<file path="src/rtl/lcd_write_scheduler.sv">
// Byte write scheduler for a 4-bit HD44780-style LCD bus.
// Passes the initialiser through until init_done, then strobes each byte out as two timed nibbles.
module lcd_write_scheduler #(
  parameter int unsigned SETUP_CYC     = 4,
  parameter int unsigned E_HIGH_CYC    = 50,
  parameter int unsigned E_LOW_CYC     = 50,
  parameter int unsigned EXEC_CYC      = 4000,
  parameter int unsigned LONG_EXEC_CYC = 160000,
  parameter int unsigned CNT_W         = 18
) (
  input  logic       clk,
  input  logic       nrst,
  input  logic       init_done,
  input  logic       RS_init,
  input  logic       E_init,
  input  logic [3:0] data_bits,
  input  logic       req_valid,
  input  logic       req_rs,
  input  logic [7:0] req_data,
  output logic       req_ready,
  output logic       busy,
  output logic       lcd_rs,
  output logic       lcd_e,
  output logic [3:0] lcd_d
);

  localparam logic [2:0] IDLE    = 3'd0;
  localparam logic [2:0] SETUP_H = 3'd1;
  localparam logic [2:0] PULSE_H = 3'd2;
  localparam logic [2:0] GAP_H   = 3'd3;
  localparam logic [2:0] SETUP_L = 3'd4;
  localparam logic [2:0] PULSE_L = 3'd5;
  localparam logic [2:0] GAP_L   = 3'd6;
  localparam logic [2:0] EXEC    = 3'd7;

  // Counter runs down from (duration - 1) so each state lasts exactly its duration.
  localparam logic [CNT_W-1:0] SETUP_LD = CNT_W'(SETUP_CYC - 1);
  localparam logic [CNT_W-1:0] HIGH_LD  = CNT_W'(E_HIGH_CYC - 1);
  localparam logic [CNT_W-1:0] LOW_LD   = CNT_W'(E_LOW_CYC - 1);
  localparam logic [CNT_W-1:0] EXEC_LD  = CNT_W'(EXEC_CYC - 1);
  localparam logic [CNT_W-1:0] LONG_LD  = CNT_W'(LONG_EXEC_CYC - 1);

  logic [2:0]       state_q, state_d;
  logic [CNT_W-1:0] cnt_q, cnt_d;
  logic             rs_q, rs_d;
  logic             e_q, e_d;
  logic [3:0]       d_q, d_d;
  logic             cap_rs_q, cap_rs_d;
  logic [7:0]       cap_data_q, cap_data_d;
  logic             cnt_zero;
  logic             long_exec;

  always_ff @(posedge clk or negedge nrst) begin
    if (!nrst) begin
      state_q    <= IDLE;
      cnt_q      <= '0;
      rs_q       <= 1'b0;
      e_q        <= 1'b0;
      d_q        <= 4'h0;
      cap_rs_q   <= 1'b0;
      cap_data_q <= 8'h00;
    end else begin
      state_q    <= state_d;
      cnt_q      <= cnt_d;
      rs_q       <= rs_d;
      e_q        <= e_d;
      d_q        <= d_d;
      cap_rs_q   <= cap_rs_d;
      cap_data_q <= cap_data_d;
    end
  end

  assign cnt_zero  = (cnt_q == '0);
  // Clear display and return home need the long execution time.
  assign long_exec = !cap_rs_q &&
                     (cap_data_q == 8'h01 || cap_data_q == 8'h02 || cap_data_q == 8'h03);

  always_comb begin
    state_d    = state_q;
    cnt_d      = cnt_q;
    rs_d       = rs_q;
    e_d        = e_q;
    d_d        = d_q;
    cap_rs_d   = cap_rs_q;
    cap_data_d = cap_data_q;
    if (state_q != IDLE && !init_done) begin
      // Losing the bus drops the byte outright.
      state_d = IDLE;
      e_d     = 1'b0;
      cnt_d   = '0;
    end else begin
      case (state_q)
        IDLE: begin
          if (req_valid && init_done) begin
            cap_rs_d   = req_rs;
            cap_data_d = req_data;
            rs_d       = req_rs;
            d_d        = req_data[7:4];
            cnt_d      = SETUP_LD;
            state_d    = SETUP_H;
          end
        end
        SETUP_H, SETUP_L: begin
          if (cnt_zero) begin
            state_d = (state_q == SETUP_H) ? PULSE_H : PULSE_L;
            e_d     = 1'b1;
            cnt_d   = HIGH_LD;
          end else begin
            cnt_d = cnt_q - CNT_W'(1);
          end
        end
        PULSE_H, PULSE_L: begin
          if (cnt_zero) begin
            state_d = (state_q == PULSE_H) ? GAP_H : GAP_L;
            e_d     = 1'b0;
            cnt_d   = LOW_LD;
          end else begin
            cnt_d = cnt_q - CNT_W'(1);
          end
        end
        GAP_H: begin
          if (cnt_zero) begin
            state_d = SETUP_L;
            d_d     = cap_data_q[3:0];
            cnt_d   = SETUP_LD;
          end else begin
            cnt_d = cnt_q - CNT_W'(1);
          end
        end
        GAP_L: begin
          if (cnt_zero) begin
            state_d = EXEC;
            cnt_d   = long_exec ? LONG_LD : EXEC_LD;
          end else begin
            cnt_d = cnt_q - CNT_W'(1);
          end
        end
        EXEC: begin
          if (cnt_zero) begin
            state_d = IDLE;
            cnt_d   = '0;
          end else begin
            cnt_d = cnt_q - CNT_W'(1);
          end
        end
        default: begin
          state_d = IDLE;
          e_d     = 1'b0;
          cnt_d   = '0;
        end
      endcase
    end
  end

  assign req_ready = (state_q == IDLE) && init_done;
  assign busy      = (state_q != IDLE);

  // Single driver of the LCD pins: initialiser until init_done, scheduler afterwards.
  assign lcd_rs = init_done ? rs_q : RS_init;
  assign lcd_e  = init_done ? e_q  : E_init;
  assign lcd_d  = init_done ? d_q  : data_bits;

endmodule

</file>
<file path="config.mk">
export PLATFORM = sky130hd
export DESIGN_NAME = lcd_write_scheduler
export DESIGN_NICKNAME = d
export VERILOG_FILES = /design/src/rtl/lcd_write_scheduler.sv
export SDC_FILE = /design/constraint.sdc
export NUM_CORES = 1
export LEC_CHECK = 0
export CAP_MARGIN = 40
export CORE_MARGIN = 3
export CORE_UTILIZATION = 45
export DETAILED_ROUTE_END_ITERATION = 10
export PLACE_DENSITY = 0.65
export SLEW_MARGIN = 25
export SYNTH_ARGS = -nofsm -noshare
export SYNTH_HDL_FRONTEND = slang
export SYNTH_SLANG_ARGS = --single-unit
</file>
<file path="constraint.sdc">
create_clock -name clk -period 2.2 [get_ports clk]
set_clock_uncertainty 0.15 [all_clocks]
set_input_delay 0.44 -clock clk [delete_from_list [all_inputs] [get_ports clk]]
set_output_delay 0.44 -clock clk [all_outputs]
set_load 0.02 [all_outputs]
</file>
==> results of run 1 <==
kinds of logic after synthesis:
group                    synth area share, %
AND/OR/NAND/NOR                        22.58
XOR/XNOR                              0.7867
buffers and inverters                  3.820
adder cells (fa/ha/maj)               0.5617
flip-flops                             39.33
AO/OA/AOI/OAI                          22.19
multiplexers                           10.73
stage by stage:
stage          instance area [µm²]  total power [µW]  setup TNS, ns  utilization (%)  worst slack [ns]
4_1_cts                       2863              4152              0            62.72           0.01584
5_1_grt                       2939              4657       -0.01754            64.39         -0.006715
3_3_place_gp                  2799              3673         -3.604            61.32           -0.3357
2_1_floorplan                 2227              2765              0                -           0.08180
6_report                      2939              4314              0            64.39           0.05609
3_5_place_dp                  2799              3688         -3.643            61.32           -0.3459
critical path: stages:
cell,delay [ns]
sky130_fd_sc_hd__clkdlybuf4s50_1,0.49
sky130_fd_sc_hd__buf_6,0.14
sky130_fd_sc_hd__mux2_2,0.32
sky130_fd_sc_hd__buf_2,0.16
power by group through the flow:
| stage | Clock (µW) | Combinational, µW | Sequential [µW] |
|---|---|---|---|
| 3_5_place_dp | 0 | 2570 | 1120 |
| 2_1_floorplan | 0 | 1670 | 1090 |
| 3_3_place_gp | 0 | 2560 | 1120 |
| 5_1_grt | 515 | 2990 | 1160 |
| 6_report | 474 | 2720 | 1120 |
| 4_1_cts | 488 | 2550 | 1110 |
repair_timing:
| action | 4_1_cts | 5_1_grt |
|---|---|---|
| endpoints found under the setup margin | 13 | 18 |
| endpoints found under the hold margin | 0 | 0 |
| setup buffers | 0 | 2 |
| pin swaps | 0 | 1 |
| cloned | 0 | 0 |
| gates resized for setup | 28 | 12 |
metal layers:
layer / wire (µm) / share of wire (%) / vias to the layer above
met1: 2535 / 47 / 976
met5: 0 / 0 / -
li1: - / - / 1023
met4: 97 / 1.8 / 0
met2: 2538 / 47 / 58
met3: 258 / 4.8 / 10
cell type report:
| type | instances | share of cell area (%) |
|---|---|---|
| multi-input combinational | 184 | 44.78 |
| sequential | 35 | 29.80 |
| timing repair buffer | 66 | 18.86 |
| tap | 65 | 2.767 |
| clock buffer | 5 | 2.341 |
| inverter | 6 | 0.7663 |
| clock inverter | 3 | 0.6811 |
worst max-delay path by stage:
stage	start	slack (ns)	endpoint
finish	init_done	0.06	lcd_d[0]
global route	cnt_q[0]$_DFFE_PN0P_	-0.007	cnt_q[1]$_DFFE_PN0P_
CTS	cnt_q[1]$_DFFE_PN0P_	0.02	d_q[0]$_DFFE_PN0P_
detailed placement	init_done	-0.35	lcd_d[0]
global placement	init_done	-0.34	lcd_d[0]
floorplan	cnt_q[0]$_DFFE_PN0P_	0.08	cnt_q[0]$_DFFE_PN0P_
flip-flops by register name (all words and copies together), names as in the netlist:
register / cells
cap_data_q: 8
state_q: 3
cap_rs_q: 1
d_q: 4
cnt_q: 18
e_q: 1
layout by cell type (no fill, tap or decap), types with 9 or more instances in the layout:
| cell type | netlist | layout |
|---|---|---|
| sky130_fd_sc_hd__dfrtp_1 | 35 | 35 |
| sky130_fd_sc_hd__buf_4 | 1 | 35 |
| sky130_fd_sc_hd__nand2_1 | 26 | 26 |
| sky130_fd_sc_hd__clkdlybuf4s50_1 | 0 | 17 |
| sky130_fd_sc_hd__nor2_1 | 16 | 16 |
| sky130_fd_sc_hd__mux2_2 | 15 | 15 |
| sky130_fd_sc_hd__o21ai_0 | 14 | 14 |
| sky130_fd_sc_hd__nor3_1 | 11 | 10 |
| sky130_fd_sc_hd__a21oi_1 | 10 | 9 |
==> impl_metrics.yaml, run 1 <==
run_status:
  outcome: "complete, no violations"
worst_setup_path:
  worst_setup_path_start_kind: "primary input"
  cp.required_ns: 1.61
  worst_ep_arrival_time_ns: 1.55
  worstReg2RegStart: "cnt_q[0]$_DFFE_PN0P_"
  reg2reg_setup_slack_ns: 0.07
  critPathCaptureType: "output pin"
  worst-path-max-fanout: 6
  timing.setup.critical_path_class: "in2out"
  reg2reg_to: "cnt_q[1]$_DFFE_PN0P_"
  r2r.worst_path.cells: 8
sta:
  clock.fmax_ghz: 0.4664
  fin_worst_hold_slack_ns: 0.02217
  report.final.hold_viol_count: 0
  report.final.slew_viol_count: 0
  setup_viol: 0
  period_share_pct: 97.45
  worst-slew-pin-transition_ns: 0.5281
  final_period_minus_worst_setup_slack_ns: 2.144
  slew-limit-headroom_pct: 64.80
layout:
  post_layout_net_count: 318
  final.fill_count: 376
  area_growth_syn_to_layout_pct: 31.97
  multi_input_area_um2: 1316
  diodes: 0
  fin_cells: 364
  regArea_um2: 875.8
  fraction_of_layout_instances_using_a_drive_strength_above_1_pct: 30.43
pwr:
  pwr_density_cell_nw_per_um2: 1468
  static-leakage-power_uw: 0.001306
  pwr-share-comb_pct: 63.1
  sequentialPowerShare_pct: 25.9
  vdd.ir_drop.worst_uv: 631.7
  p_sw_uw: 1965
  power_frac_clock_pct: 11.0
  net_switching_share_of_the_total_power_pct: 45.56
  internal_power_summed_over_all_cells_uw: 2349
floorplanning:
  i_o_pins: 27
  start_util_pct: 48.79
  die_w_um: 76.35
  die-area_um2: 5829
  placeableCoreArea_um2: 4564
  rows: 24
  floorplan.die.height_um: 76.35
global_route:
  grt_max_degree: 36
  use_met1_pct: 26.33
  gr_layer_usage_met3_pct: 4.255
  antenna_found_initial: 0
  first_pass_grt_wire_length_mm: 9.473
  grtUsageMet2_pct: 31.37
  busiest_layer: "met2"
  globalRouteOverflowTotal: 0
  grt_pass1_vias: 2001
  globalRouteTotalUtil_pct: 19.80
yosys:
  synth_warnings: 0
  edff_count_synth: 0
  synth.distinct_cells: 53
  syn_inst: 237
  postSynthRegisterBits: 35
  leading_area_contributor_after_synthesis: "sky130_fd_sc_hd__dfrtp_1"
  netlist_area_um2: 2227
  post-synth-top-count-cell: "sky130_fd_sc_hd__dfrtp_1"
  postSynth.asyncResetShare_pct: 100.0
  postSynth.topFlopCell: "sky130_fd_sc_hd__dfrtp_1"
  yosys-top-cells-count: "35 x sky130_fd_sc_hd__dfrtp_1, 26 x sky130_fd_sc_hd__nand2_1, 16 x sky130_fd_sc_hd__nor2_1"
  synth.area.top_cells: "sky130_fd_sc_hd__dfrtp_1 39%, sky130_fd_sc_hd__mux2_2 7.6%, sky130_fd_sc_hd__nand2_1 4.4%, sky130_fd_sc_hd__mux2i_1 3.1%, sky130_fd_sc_hd__o21ai_0 3.1%"
  post_synthesis_average_cell_area_um2: 9.397
  synth-seq-area-share_pct: 39.33
  synth.net_count: 257
  synth_top_area_share_pct: 39.33
routing:
  totalWireLength_mm: 5.430
  route.vias.total: 2067
  drt_drc_violations_left: 0
  postRouteAntennaNets: 0
  avgRoutedWirePerCell_um: 14.92
  drt-initial-drc-count: 128
  route.detailed.vias_per_inst: 5.679
  drtPass1Iterations: 4
placed_design:
  io_buffer_count: 26
  dpl.hpwl_mm: 4.047
  gp_congestion: 0.8972
  post-place-cells: 354
clock_network:
  h-tree-depth: 2
  tritoncts: "yes"
  numCtsBuffers: 5
  clock_sinks: 35
  number_of_buffers_added_to_fix_hold_violations_after_cts: 0
  ctsRootBufferMaster: "sky130_fd_sc_hd__clkbuf_8"
  clk_transition_reported_paths_ns: 0.08
  clk_path_buf_depth: 2
  insertion_delay_ns: 0.30
flow_run:
  maxCapViolCount: 0
min_path:
  hold_removal_path_class: "in2async"
Note: power is estimated with default switching activity, not from simulation.
==> run 2, diff against run 1 <==
--- a/config.mk
+++ b/config.mk
@@ -6,10 +6,14 @@
 export NUM_CORES = 1
 export LEC_CHECK = 0
 export CAP_MARGIN = 40
+export CELL_PAD_IN_SITES_DETAIL_PLACEMENT = 2
+export CELL_PAD_IN_SITES_GLOBAL_PLACEMENT = 2
 export CORE_MARGIN = 3
-export CORE_UTILIZATION = 45
+export CORE_UTILIZATION = 31
+export CTS_CLUSTER_SIZE = 8
 export DETAILED_ROUTE_END_ITERATION = 10
-export PLACE_DENSITY = 0.65
+export PLACE_DENSITY = 0.71
+export SETUP_SLACK_MARGIN = 0.3
 export SLEW_MARGIN = 25
 export SYNTH_ARGS = -nofsm -noshare
 export SYNTH_HDL_FRONTEND = slang
==> run 2 against run 1 <==
- the flow now finishes with violations (negative hold slack, negative setup slack)
- clock-buffer cell count unchanged
- critical path depth increased by 4
- non-clock buffer count increased by 30
- via count increased by 14%
- die area increased by 41%
- setup slack got worse by 0.098 ns
- register-to-register slack got worse by 0.11 ns
==> impl_metrics.yaml, run 2 (synthesis gave the netlist of run 1 again) <==
layout:
  final.fill_count: 715
  largest_register_ffs: 18
  regArea_um2: 875.8
  largest_registers: "cnt_q (18), cap_data_q (8), d_q (4)"
  layout.cells.most_common_list: "48 x sky130_fd_sc_hd__buf_4, 35 x sky130_fd_sc_hd__dfrtp_1, 24 x sky130_fd_sc_hd__nand2_1"
  diodes: 0
  fraction_of_layout_instances_using_a_drive_strength_above_1_pct: 50.46
  largest-register: "cnt_q"
  design_area_um2: 3551
  post_layout_net_count: 348
  area_growth_syn_to_layout_pct: 59.44
  multi_input_area_um2: 1577
  layout.cells.most_common: "sky130_fd_sc_hd__buf_4"
worst_setup_path:
  timing.setup.critical_path_class: "reg2reg"
  critPathCaptureType: "flip-flop"
  reg2reg_setup_slack_ns: -0.04
  r2r.worst_path.cells: 8
  worstReg2RegStart: "cnt_q[1]$_DFFE_PN0P_"
  reg2reg_to: "cnt_q[1]$_DFFE_PN0P_"
  cp.required_ns: 2.24
  worst_setup_path_start_kind: "flip-flop"
  worst-path-max-fanout: 7
  worst_ep_arrival_time_ns: 2.29
sta:
  fin_worst_hold_slack_ns: -0.001366
  worst_slack_ns: -0.04180
  clock.fmax_ghz: 0.4461
  report.final.slew_viol_count: 0
  worst-slew-pin-transition_ns: 0.4843
  rsz0062_at_grt: "true"
  final_period_minus_worst_setup_slack_ns: 2.242
  finalSetupTns_ns: -0.1463
  report.final.hold_viol_count: 3
  slew-limit-headroom_pct: 67.72
  period_share_pct: 101.9
  setup_viol: 8
clock_network:
  ctsRootBufferMaster: "sky130_fd_sc_hd__clkbuf_8"
  tritoncts: "yes"
  clock_sinks: 35
  number_of_buffers_added_to_fix_hold_violations_after_cts: 0
  h-tree-depth: 2
  numCtsBuffers: 5
  insertion_delay_ns: 0.32
  clk_path_buf_depth: 2
  clk_transition_reported_paths_ns: 0.10
floorplanning:
  floorplan.die.height_um: 90.76
  die-area_um2: 8237
  rows: 30
  placeableCoreArea_um2: 6869
  i_o_pins: 27
  die_w_um: 90.76
  start_util_pct: 32.42
routing:
  route.detailed.vias_per_inst: 5.546
  drt-initial-drc-count: 87
  avgRoutedWirePerCell_um: 24.41
  drt_drc_violations_left: 0
  route.vias.total: 2357
  totalWireLength_mm: 10.38
  postRouteAntennaNets: 0
  drtPass1Iterations: 4
pwr:
  static-leakage-power_uw: 0.001527
  pwr_density_cell_nw_per_um2: 1729
  vdd.ir_drop.worst_uv: 575.8
placed_design:
  gp_congestion: 0.8345
  dpl.hpwl_mm: 5.575
  placement.cell_area_um2: 2879
  io_buffer_count: 26
global_route:
  grt_max_degree: 36
  use_met1_pct: 27.53
  grt_pass1_vias: 2604
  first_pass_grt_wire_length_mm: 14.87
  antenna_found_initial: 0
  globalRouteTotalUtil_pct: 22.93
  grtUsageMet2_pct: 41.94
  globalRouteOverflowTotal: 0
  busiest_layer: "met2"
  gr_layer_usage_met3_pct: 3.250
run_status:
  outcome: "finished with violations"
  violations: "negative hold slack, negative setup slack"
min_path:
  hold_removal_path_class: "in2async"
flow_run:
  maxCapViolCount: 0
-- run 2: cell count changes in the layout (fill, tap and decap cells not counted), moves of 3 or more --
cell                       delta
sky130_fd_sc_hd__o21ai_0      -9
sky130_fd_sc_hd__nor2_4       +4
sky130_fd_sc_hd__buf_4       +13
sky130_fd_sc_hd__and2_4       +3
sky130_fd_sc_hd__a21oi_1      -7
sky130_fd_sc_hd__buf_6       +19
sky130_fd_sc_hd__o21ai_1      +4
sky130_fd_sc_hd__and2_1       -3
sky130_fd_sc_hd__nor4_1       -4
sky130_fd_sc_hd__a21oi_2      +7
sky130_fd_sc_hd__o21ai_2      +5
sky130_fd_sc_hd__o221ai_1     -7
sky130_fd_sc_hd__o221ai_2     +6
-- run 2: repair_timing --
action                     in CTS  in global routing
cloned                          0                  0
buffers inserted               22                  9
pin swaps                      22                 19
setup endpoints to repair      43                 37
gates resized for setup        84                 45
-- run 2: per-layer routing --
layer / up-vias / wire, µm
met5: - / 0
met4: 0 / 301
met3: 26 / 393
met2: 58 / 5649
met1: 1205 / 4031
li1: 1068 / -
-- run 2: cell type report --
| cell class | count | share of cell area [%] |
|---|---|---|
| clock buffer | 5 | 1.938 |
| clock inverter | 3 | 0.6695 |
| inverter | 6 | 0.6342 |
| multi-input combinational | 184 | 44.40 |
| sequential | 35 | 24.67 |
| tap | 96 | 3.383 |
| timing repair buffer | 96 | 24.31 |
-- run 2: how the worst max path moves through the flow --
stage	from	to	slack (ns)	cells past startpoint
floorplan	cnt_q[0]$_DFFE_PN0P_	cnt_q[3]$_DFFE_PN0P_	0.16	8
global placement	init_done	lcd_d[3]	-0.35	4
detailed placement	init_done	lcd_d[0]	-0.41	4
CTS	cnt_q[1]$_DFFE_PN0P_	cnt_q[7]$_DFFE_PN0P_	0.06	8
global route	cnt_q[1]$_DFFE_PN0P_	cnt_q[7]$_DFFE_PN0P_	-0.13	8
finish	cnt_q[1]$_DFFE_PN0P_	cnt_q[1]$_DFFE_PN0P_	-0.04	8
-- run 2: through the flow --
stage          power (µW)  utilization [%]  instances  setup WS [ns]
6_report             6140            51.69        425       -0.04180
5_1_grt              6468            51.69        425        -0.1264
4_1_cts              5298            47.78        416        0.06124
3_5_place_dp         4030            41.91        386        -0.4123
3_3_place_gp         3924            41.91        386        -0.3500
2_1_floorplan        2848                -        237         0.1632
-- run 2: worst max-delay path, cell delays in order, from the launching register on --
cell and delay [ns]:
sky130_fd_sc_hd__dfrtp_1 0.43, sky130_fd_sc_hd__inv_2 0.11, sky130_fd_sc_hd__ha_4 0.14, sky130_fd_sc_hd__nor3b_4 0.28, sky130_fd_sc_hd__buf_6 0.14, sky130_fd_sc_hd__and3_4 0.26
sky130_fd_sc_hd__nand2_4 0.08, sky130_fd_sc_hd__a211o_1 0.26, sky130_fd_sc_hd__a32o_2 0.28
-- run 2: power by group --
part	leakage (µW)	internal [µW]	switching (µW)
Combinational	0.00104	1990	2460
Sequential	0.000443	895	253
Clock	0.0000408	227	308
Total	0.00153	3110	3030
==> run 3, diff against run 2 <==
--- a/config.mk
+++ b/config.mk
@@ -6,13 +6,13 @@
 export NUM_CORES = 1
 export LEC_CHECK = 0
 export CAP_MARGIN = 40
-export CELL_PAD_IN_SITES_DETAIL_PLACEMENT = 2
-export CELL_PAD_IN_SITES_GLOBAL_PLACEMENT = 2
+export CELL_PAD_IN_SITES_DETAIL_PLACEMENT = 1
+export CELL_PAD_IN_SITES_GLOBAL_PLACEMENT = 1
 export CORE_MARGIN = 3
-export CORE_UTILIZATION = 31
+export CORE_UTILIZATION = 39
 export CTS_CLUSTER_SIZE = 8
 export DETAILED_ROUTE_END_ITERATION = 10
-export PLACE_DENSITY = 0.71
+export PLACE_DENSITY = 0.72
 export SETUP_SLACK_MARGIN = 0.3
 export SLEW_MARGIN = 25
 export SYNTH_ARGS = -nofsm -noshare
==> run 3 against run 2 <==
- the flow finishes with violations (negative setup slack)
- sequential share of layout area rose by 0.97 points
- wire length fell by 19%
- maximum frequency fell by 0.37%
- first-iteration DRC count rose by 21%
- sequential cell count did not move
- critical path depth rose by 1
- non-clock buffer count fell by 7
- clock-buffer cell count did not move
- final area fell by 3.8%
- critical endpoint is now cnt_q[12]$_DFFE_PN0P_
- largest power group unchanged
==> impl_metrics.yaml, run 3 (synthesis gave the netlist of run 1 again) <==
run_status:
  outcome: "finished with violations"
  violations: "negative setup slack"
sta:
  slew-limit-headroom_pct: 67.55
  clock.fmax_ghz: 0.4444
  final_period_minus_worst_setup_slack_ns: 2.250
  worst_slack_ns: -0.05004
  worst-slew-pin-transition_ns: 0.4867
  report.final.hold_viol_count: 0
  period_share_pct: 102.3
  setup_viol: 7
  finalSetupTns_ns: -0.2006
  report.final.slew_viol_count: 0
  rsz0062_at_grt: "true"
placed_design:
  dp_slack_ns: -0.3829
  io_buffer_count: 26
  dpl.hpwl_mm: 5.195
  gp_congestion: 0.8286
worst_setup_path:
  timing.setup.critical_path_class: "reg2reg"
  worstReg2RegStart: "cnt_q[1]$_DFFE_PN0P_"
  critPathCaptureType: "flip-flop"
  worst-path-max-fanout: 8
  worst_ep_arrival_time_ns: 2.28
  critical_path.top_delay_family: "simple AND/OR/NAND/NOR gates"
  worst_setup_path_start_kind: "flip-flop"
  worst-path-stages: 9
  reg2reg_to: "cnt_q[12]$_DFFE_PN0P_"
  critical_path_buf_inv_count: 3
  critPathSlowestCell: "sky130_fd_sc_hd__dfrtp_1"
  cp-endpoint: "cnt_q[12]$_DFFE_PN0P_"
  reg2reg_setup_slack_ns: -0.05
  cp.required_ns: 2.23
  chain_of_cells_forming_the_critical_path: "inv_2 > ha_4 > nor3b_4 > buf_4 > and3_4 > buf_12 > a31oi_4 > o2111ai_2 > a22oi_2"
  slowest_stage_delay_cp_ns: 0.42
  r2r.worst_path.cells: 9
  crit_start: "cnt_q[1]$_DFFE_PN0P_"
floorplanning:
  i_o_pins: 27
  die_w_um: 81.57
  start_util_pct: 42.00
  die-area_um2: 6654
  rows: 26
  floorplan.die.height_um: 81.57
  placeableCoreArea_um2: 5303
pwr:
  sequentialPowerShare_pct: 19.6
  static-leakage-power_uw: 0.001500
  vdd.ir_drop.worst_uv: 754.7
  power_frac_clock_pct: 12.6
  internal_power_summed_over_all_cells_uw: 3127
  net_switching_share_of_the_total_power_pct: 46.13
  pwr_density_cell_nw_per_um2: 1699
  pwr-share-comb_pct: 67.8
  p_sw_uw: 2677
clock_network:
  clock_sinks: 35
  clk_path_buf_depth: 2
  h-tree-depth: 2
  clk_transition_reported_paths_ns: 0.08
  tritoncts: "yes"
  ctsRootBufferMaster: "sky130_fd_sc_hd__clkbuf_8"
  insertion_delay_ns: 0.30
  numCtsBuffers: 5
layout:
  largest_register_ffs: 18
  post_layout_net_count: 341
  layout.cells.most_common: "sky130_fd_sc_hd__buf_4"
  utilization_pct: 64.44
  area_growth_syn_to_layout_pct: 53.43
  largest-register: "cnt_q"
  diodes: 0
  layout.cells.most_common_list: "49 x sky130_fd_sc_hd__buf_4, 35 x sky130_fd_sc_hd__dfrtp_1, 25 x sky130_fd_sc_hd__nand2_1"
  fraction_of_layout_instances_using_a_drive_strength_above_1_pct: 45.03
  largest_registers: "cnt_q (18), cap_data_q (8), d_q (4)"
  final.fill_count: 578
routing:
  avgRoutedWirePerCell_um: 21.55
  route.vias.total: 2330
  drt_drc_violations_left: 0
  totalWireLength_mm: 8.446
  drtPass1Iterations: 4
  route.detailed.vias_per_inst: 5.944
  postRouteAntennaNets: 0
  drt-initial-drc-count: 105
global_route:
  globalRouteOverflowTotal: 0
  grt_max_degree: 26
  first_pass_grt_wire_length_mm: 13.21
  grt_pass1_vias: 2546
  antenna_found_initial: 0
  globalRouteTotalUtil_pct: 26.55
min_path:
  hold_removal_path_class: "reg2reg"
  hold-path-cell-count: 1
flow_run:
  maxCapViolCount: 0
[run 3: changes by cell type in the layout (fill, tap and decap cells not counted), moves of 2 or more]
cell                        delta
sky130_fd_sc_hd__a21oi_2       -5
sky130_fd_sc_hd__o21ai_0       +2
sky130_fd_sc_hd__and2_1        +2
sky130_fd_sc_hd__a21oi_1       +5
sky130_fd_sc_hd__a22oi_2       +2
sky130_fd_sc_hd__bufinv_16     +2
sky130_fd_sc_hd__buf_6        -10
sky130_fd_sc_hd__and2_4        -2
sky130_fd_sc_hd__nor4_1        +2
sky130_fd_sc_hd__a22oi_1       -2
[run 3: metal layers]
layer  wire length (µm)  vias to the layer above  global-route usage [%]
met5                  0                        -                       0
met4                243                        0                   9.136
met3                352                       29                   7.018
met2               4369                       68                   46.99
met1               3480                     1173                   30.93
li1                   -                     1060                       -
[run 3: what timing repair did]
action                                 4_1_cts  5_1_grt
gates resized for setup                     70       31
hold buffers                                 1        0
buffers inserted                            15        7
pin swaps                                   19       17
setup endpoints to repair                   43       40
endpoints found under the hold margin       15        0
[run 3: worst reg2reg max path: stages (launching register included)]
cell                        delay, ns
sky130_fd_sc_hd__dfrtp_1         0.42
sky130_fd_sc_hd__inv_2           0.10
sky130_fd_sc_hd__ha_4            0.13
sky130_fd_sc_hd__nor3b_4         0.27
sky130_fd_sc_hd__buf_4           0.17
sky130_fd_sc_hd__and3_4          0.25
sky130_fd_sc_hd__buf_12          0.13
sky130_fd_sc_hd__a31oi_4         0.17
sky130_fd_sc_hd__o2111ai_2       0.24
sky130_fd_sc_hd__a22oi_2         0.10
[run 3: worst min-delay path by stage]
stage / end / startpoint / slack, ns
CTS: cnt_q[5]$_DFFE_PN0P_ / cnt_q[5]$_DFFE_PN0P_ / 0.35
finish: cnt_q[4]$_DFFE_PN0P_ / cnt_q[4]$_DFFE_PN0P_ / 0.36
floorplan: cap_data_q[0]$_DFFE_PN0P_ / nrst / -0.006
global placement: cnt_q[7]$_DFFE_PN0P_ / nrst / 0.27
detailed placement: cnt_q[6]$_DFFE_PN0P_ / nrst / 0.26
global route: cnt_q[4]$_DFFE_PN0P_ / cnt_q[4]$_DFFE_PN0P_ / 0.38
[run 3: power by group through the flow]
stage	clock [µW]	sequential [µW]	combinational [µW]
floorplan	0	1090	1760
global placement	0	1110	2780
detailed placement	0	1140	2860
CTS	737	1120	3460
global route	769	1170	4190
finish	733	1140	3930
[run 3: per-stage QoR]
step / cells / instance area, µm² / power (µW) / hold WS [ns]
3_3_place_gp: 361 / 2879 / 3894 / 0.2665
4_1_cts: 385 / 3246 / 5321 / 0.3532
6_report: 392 / 3417 / 5804 / 0.3571
2_1_floorplan: 237 / 2263 / 2848 / -0.005591
3_5_place_dp: 361 / 2879 / 3995 / 0.2627
5_1_grt: 392 / 3417 / 6128 / 0.3806
[run 3: cell type report]
type | instances | area, µm² | share of cell area, %
Sequential cell | 35 | 875.8 | 25.63
Multi-Input combinational cell | 184 | 1501 | 43.94
Clock inverter | 3 | 67.56 | 1.977
Inverter | 6 | 22.52 | 0.6591
Tap cell | 70 | 87.58 | 2.563
Timing Repair Buffer | 89 | 793.3 | 23.21
Clock buffer | 5 | 68.82 | 2.014
